===== src/rtl/dkong_obj_dma.sv =====
// dkong_obj_dma: sprite-attribute DMA engine.
// On a start trigger it holds the CPU bus, copies LEN bytes from the CPU work
// RAM (synchronous read, one CE-cycle latency) into the object RAM, then
// releases the bus and pulses O_DONE.
module dkong_obj_dma #(
   parameter int unsigned SRC_AW = 10,
   parameter int unsigned DST_AW = 10,
   parameter int unsigned LEN    = 384
) (
   input  logic              I_CLK,
   input  logic              I_RST,
   input  logic              I_CE,
   input  logic              I_START,
   input  logic [SRC_AW-1:0] I_SRC_BASE,
   input  logic [DST_AW-1:0] I_DST_BASE,
   output logic              O_HALT_REQ,
   input  logic              I_HALT_ACK,
   output logic [SRC_AW-1:0] O_SRC_ADDR,
   output logic              O_SRC_CE,
   input  logic [7:0]        I_SRC_D,
   output logic [DST_AW-1:0] O_DST_ADDR,
   output logic [7:0]        O_DST_D,
   output logic              O_DST_WE,
   output logic              O_BUSY,
   output logic              O_DONE
);

   localparam int unsigned   CW     = $clog2(LEN + 1);
   localparam logic [CW-1:0] LEN_C  = CW'(LEN);
   localparam logic [CW-1:0] LAST_C = CW'(LEN - 1);

   typedef enum logic [1:0] {
      S_IDLE = 2'd0,
      S_REQ  = 2'd1,
      S_RUN  = 2'd2,
      S_DONE = 2'd3
   } state_e;

   state_e            state_q, state_d;

   logic [SRC_AW-1:0] src_base_q, src_base_d;
   logic [DST_AW-1:0] dst_base_q, dst_base_d;
   logic [CW-1:0]     rd_idx_q, rd_idx_d;
   logic [CW-1:0]     wr_idx_q, wr_idx_d;
   logic              pend_q, pend_d;     // read issued last CE cycle, data on I_SRC_D now
   logic              hold_v_q, hold_v_d; // captured byte waiting for a write slot
   logic [7:0]        hold_q, hold_d;

   logic              halt_req_q, halt_req_d;
   logic              busy_q, busy_d;
   logic              done_q, done_d;

   logic              rd_issue_c;
   logic              wr_issue_c;

   // Read/write slot qualification; both freeze while the bus grant is withdrawn
   always_comb begin
      rd_issue_c = 1'b0;
      wr_issue_c = 1'b0;
      if (I_CE && (state_q == S_RUN) && I_HALT_ACK) begin
         rd_issue_c = (rd_idx_q < LEN_C);
         wr_issue_c = hold_v_q || pend_q;
      end
   end

   // FSM state register
   always_ff @(posedge I_CLK or posedge I_RST) begin
      if (I_RST) begin
         state_q <= S_IDLE;
      end else if (I_CE) begin
         state_q <= state_d;
      end
   end

   // FSM next-state logic
   always_comb begin
      state_d = state_q;
      case (state_q)
         S_IDLE: if (I_START) state_d = S_REQ;
         S_REQ:  if (I_HALT_ACK) state_d = S_RUN;
         S_RUN:  if (wr_issue_c && (wr_idx_q == LAST_C)) state_d = S_DONE;
         S_DONE: state_d = S_IDLE;
         default: state_d = S_IDLE;
      endcase
   end

   // FSM outputs: registered bus/status flags follow the next state, strobes are live
   always_comb begin
      halt_req_d = (state_d == S_REQ) || (state_d == S_RUN);
      busy_d     = (state_d != S_IDLE);
      done_d     = (state_d == S_DONE);
      O_SRC_CE   = rd_issue_c;
      O_DST_WE   = wr_issue_c;
   end

   // Datapath next values: base latch, index counters, capture/hold of read data
   always_comb begin
      src_base_d = src_base_q;
      dst_base_d = dst_base_q;
      rd_idx_d   = rd_idx_q;
      wr_idx_d   = wr_idx_q;
      hold_d     = hold_q;

      if ((state_q == S_IDLE) && I_START) begin
         src_base_d = I_SRC_BASE;
         dst_base_d = I_DST_BASE;
         rd_idx_d   = '0;
         wr_idx_d   = '0;
      end

      if (rd_issue_c) rd_idx_d = rd_idx_q + CW'(1);
      if (wr_issue_c) wr_idx_d = wr_idx_q + CW'(1);

      // Read data is only present for one CE cycle, so it is always captured;
      // it stays valid in the hold register until a write slot consumes it.
      pend_d = rd_issue_c;
      if (pend_q) hold_d = I_SRC_D;
      hold_v_d = (hold_v_q || pend_q) && !wr_issue_c;
   end

   // Datapath and registered output flops
   always_ff @(posedge I_CLK or posedge I_RST) begin
      if (I_RST) begin
         src_base_q <= '0;
         dst_base_q <= '0;
         rd_idx_q   <= '0;
         wr_idx_q   <= '0;
         pend_q     <= 1'b0;
         hold_v_q   <= 1'b0;
         hold_q     <= '0;
         halt_req_q <= 1'b0;
         busy_q     <= 1'b0;
         done_q     <= 1'b0;
      end else if (I_CE) begin
         src_base_q <= src_base_d;
         dst_base_q <= dst_base_d;
         rd_idx_q   <= rd_idx_d;
         wr_idx_q   <= wr_idx_d;
         pend_q     <= pend_d;
         hold_v_q   <= hold_v_d;
         hold_q     <= hold_d;
         halt_req_q <= halt_req_d;
         busy_q     <= busy_d;
         done_q     <= done_d;
      end
   end

   // Address generation wraps naturally at the RAM widths; write data bypasses
   // the hold register when the byte arrives in a cycle that can write it
   always_comb begin
      O_SRC_ADDR = src_base_q + SRC_AW'(rd_idx_q);
      O_DST_ADDR = dst_base_q + DST_AW'(wr_idx_q);
      O_DST_D    = pend_q ? I_SRC_D : hold_q;
      O_HALT_REQ = halt_req_q;
      O_BUSY     = busy_q;
      O_DONE     = done_q;
   end

endmodule


===== config.mk =====
export PLATFORM = sky130hd
export DESIGN_NAME = dkong_obj_dma
export DESIGN_NICKNAME = d
export VERILOG_FILES = /design/src/rtl/dkong_obj_dma.sv
export SDC_FILE = /design/constraint.sdc
export NUM_CORES = 1
export LEC_CHECK = 0
export CORE_MARGIN = 5
export CORE_UTILIZATION = 40
export DETAILED_ROUTE_END_ITERATION = 12
export PLACE_DENSITY_LB_ADDON = 0.25
export SYNTH_ARGS = -nofsm -noshare
export SYNTH_HDL_FRONTEND = slang
export SYNTH_SLANG_ARGS = --single-unit

===== constraint.sdc =====
create_clock -name I_CLK -period 2.5 [get_ports I_CLK]
set_input_delay 0.75 -clock I_CLK [delete_from_list [all_inputs] [get_ports I_CLK]]
set_output_delay 0.75 -clock I_CLK [all_outputs]
set_load 0.01 [all_outputs]

==> key figures <==
Place
  • Gp weighted congestion: a little over 0.8
  • Placed Cells: 579
  • Detail Placement HPWL: 5851 um
  • Placed inst area: 4469 sq um
  • Worst setup timing slack at the placement stage: -608.6 ps
  • Buffers added on ports: 65

Final layout
  • Number of nets in the layout: roughly 560
  • Final std cell area, no fill: 4828 sq um
  • Number of antenna diodes: 0
  • Ratio of cells with drive above 1 in the final layout: between 20 and 30%
  • Number of non-filler instances in the completed layout: 601
  • Layout-stage area growth over the synthesis result: 49.40%

Route
  • Routed length per placed instance: 13.81 um
  • Total wire length: 8298 um
  • Detailed Routing Iterations Pass 1: 4
  • Number of DRC violations after detailed-routing iteration 0: between 150 and 200
  • Average via count per standard cell: 4.972
  • Detail Route Antenna Nets: 0
  • Via count of the routed design: 2988
  • Post-detailed-route DRC marker count: 0

Logic synthesis
  • Area share of the largest cell type after synthesis: between 40% and 50%
  • Number of synthesis warnings: 0
  • Number of synthesized flops with an enable pin: 0
  • Synthesized netlist net count: between 400 and 500
  • Combined area of all synthesized cells: 3232 sq um
  • Ys async rst share: 100.0%
  • Number of register bits inferred by synthesis: 53
  • Avg Synthesized Cell Area: 8.903 sq um
  • Synth area leader: dfrtp_1
  • Largest cells by area after synthesis: dfrtp_1 (41%), nand2_1 (9.6%), ha_1 (8.5%)
  • Unique masters post-synth: 45
  • Synth Flop Type: dfrtp_1
  • Fraction of the yosys area taken by sequential cells: 41.04%
  • Cells after synthesis: 363

Global route
  • Global router's overall resource usage: ~17%
  • Initial antenna violation count: 0
  • Maximum number of pins on one net before global-route repair: 54
  • Wire length of the first global-routing pass: 13890 um
  • Global route total overflow: 0
  • Via count of the first global-routing pass: 3023

Floorplanning
  • Die boundary width: 99.89 um
  • Core ar.: 7807 sq um
  • Io pins: 66
  • Die boundary height: 99.89 um
  • Cell row count: 32
  • Starting density of the core: 41.39%
  • Total Die Area: 9977 sq um

Clock tree
  • Clk buf depth: 2
  • H-Tree Depth: 2
  • Clock tree from TritonCTS: done
  • Clk sinks: 53
  • Cell chosen for the clock root: clkbuf_8
  • Clock-pin slew on the worst setup and hold paths: 100 ps
  • Clock insertion delay at the later pin of the skew report: between 300 and 400 ps
  • Number of clock buffers inserted by TritonCTS: 5
  • Hold buffer count at cts: 0

Power
  • Net switching share of the total power: 36.47%
  • Part of the total power dissipated in sequential elements: 31.5%
  • Proportion of power drawn by combinational gates: a little over half
  • Pleak: 2.357 nW
  • Largest voltage drop on the vdd net: 0.4271 mV
  • Clock power frac: 14.7%
  • Total power: 4.000 mW
  • Sw Pwr: 1.459 mW
  • Cell internal power dissipation: 2.541 mW
  • Power density normalized to cell area: 828.5 nW/um^2

STA
  • Post-route worst setup slack: -397.9 ps
  • Final Max Slew Viols: 0
  • Unrepaired setup endpoints after global routing: true
  • Relative slew margins: 69.52%
  • Clock skew: 14.59 ps
  • Final setup violation count: 14
  • Tightest Pin Transition: 457.3 ps
  • Max Fclk: about 350 MHz
  • Final hold violation count: 0
  • Min cycle time layout: 2898 ps
  • Ratio of final minimum period to clock period: 115.9%

Setup path
  • CP Data Required Time: around 1800 ps
  • R2r startpoint: pend_q
  • Reg2Reg Capture Point: O_HALT_REQ
  • Type of destination of the critical path: output pin
  • Setup crit start kind: flop
  • Worst r2r path cells: 6
  • Critical path fanouts, max: 2
  • WP data arrival: 2150 ps
  • Worst-case register-to-register setup slack: 450 ps
  • Worst setup path category: reg -> out

Status
  • Outcome: complete, but fails checks
  • Violations in the final reports: negative setup slack

Min path
  • Min-Delay Path Class: reg -> reg
  • Endpoint of the worst hold-timing path: dst_base_q[8]
  • Number of instances on the worst hold path: 2
  • Hold path startpoint: dst_base_q[8]

Job
  • Max-cap check violation count: 0
[metal layers]
metal  vias to the layer above  track usage (%)  share of wire (%)
li1                       1513                -                  -
met1                      1378            22.39                 46
met2                        87            27.96                 47
met3                        10            3.822                5.7
met4                         0            2.626               0.89
met5                         -                0                  0
[cells by family after synthesis]
logic type,synth area share [%]
simple gates,24.51
flops,41.04
compound gates,10.65
buf+inv,3.020
fa+ha+maj,9.756
mux,6.698
xor+xnor,4.336
[power by group through the flow]
stage | clock [mW] | sequential [mW] | combinational, mW
finish | 0.588 | 1.26 | 2.15
global route | 0.638 | 1.29 | 2.38
CTS | 0.599 | 1.26 | 2.06
detailed placement | 0 | 1.27 | 2.06
global placement | 0 | 1.25 | 2.03
floorplan | 0 | 1.26 | 1.01
[flip-flops by register name (all words and copies together), names as in the netlist]
register / count
O_BUSY: 1
src_base_q: 10
state_q: 2
hold_q: 8
hold_v_q: 1
O_DONE: 1
wr_idx_q: 9
O_HALT_REQ: 1
rd_idx_q: 9
pend_q: 1
dst_base_q: 10
[stage by stage]
stage,utilization (%),hold WS [ps],setup TNS (ps)
after detailed placement,57.24,472.1,-8330
after global placement,57.24,465.3,-8002
after global routing,61.84,523.3,-4466
after floorplan,-,452.3,-43.23
after CTS,60.77,495.7,-3572
final,61.84,488.6,-3207
[layout by cell type (no fill, tap or decap), types with 11 or more instances in the layout]
cell type	instances
xnor2_1	11
nand2_1	83
nor2_1	43
nand3_1	11
clkdlybuf4s50_1	35
buf_4	68
o21ai_0	12
mux2_2	13
buf_2	15
ha_1	16
dfrtp_1	53
[worst max path at each step]
stage               slack (ps)  depth (start not counted)             to           from
finish                    -400                          7  O_SRC_ADDR[8]  src_base_q[0]
global route              -470                          7  O_SRC_ADDR[8]    rd_idx_q[0]
CTS                       -510                          7  O_SRC_ADDR[8]  src_base_q[0]
detailed placement        -610                          7  O_SRC_ADDR[9]  src_base_q[4]
global placement          -570                          7  O_SRC_ADDR[9]  src_base_q[4]
floorplan                  -40                          5  O_SRC_ADDR[9]    rd_idx_q[3]
[cells in the mapped netlist (2+ instances only)]
master	count
a2111oi_0	2
a211oi_1	2
a21o_1	4
a21oi_1	14
a31oi_1	3
and2_1	2
and3_1	4
buf_2	6
clkbuf_1	7
dfrtp_1	53
fa_1	2
ha_1	22
inv_1	11
mux2_2	13
mux2i_1	7
nand2_1	83
nand2b_1	6
nand3_1	13
nand4_1	2
nor2_1	44
nor2b_1	2
nor3_1	7
o211ai_1	3
o21ai_0	12
o21bai_1	3
o41ai_1	3
xnor2_1	11
xor2_1	5
[what timing repair did]
item / CTS / global route
pin swaps: 28 / 22
setup endpoints to repair: 28 / 19
cloned: 0 / 0
resized for setup: 114 / 13
buffers inserted: 10 / 5
[layout make-up]
cell class                      instances  area, sq um
Timing Repair Buffer                  141         1184
Sequential cell                        53         1326
Multi-Input combinational cell        286         2038
Inverter                               11        41.29
Fill cell                             663         2979
Tap cell                              102        127.6
Clock inverter                          2        38.79
Clock buffer                            6        72.57
[critical path, cell delays in order, from the launching register on]
cell      delay (ps)
dfrtp_1          400
ha_2             200
fa_2             370
a21oi_2          180
o211ai_1         130
o41ai_2          260
xnor2_1          160
buf_2            150
(Power assumes the default switching activity.)
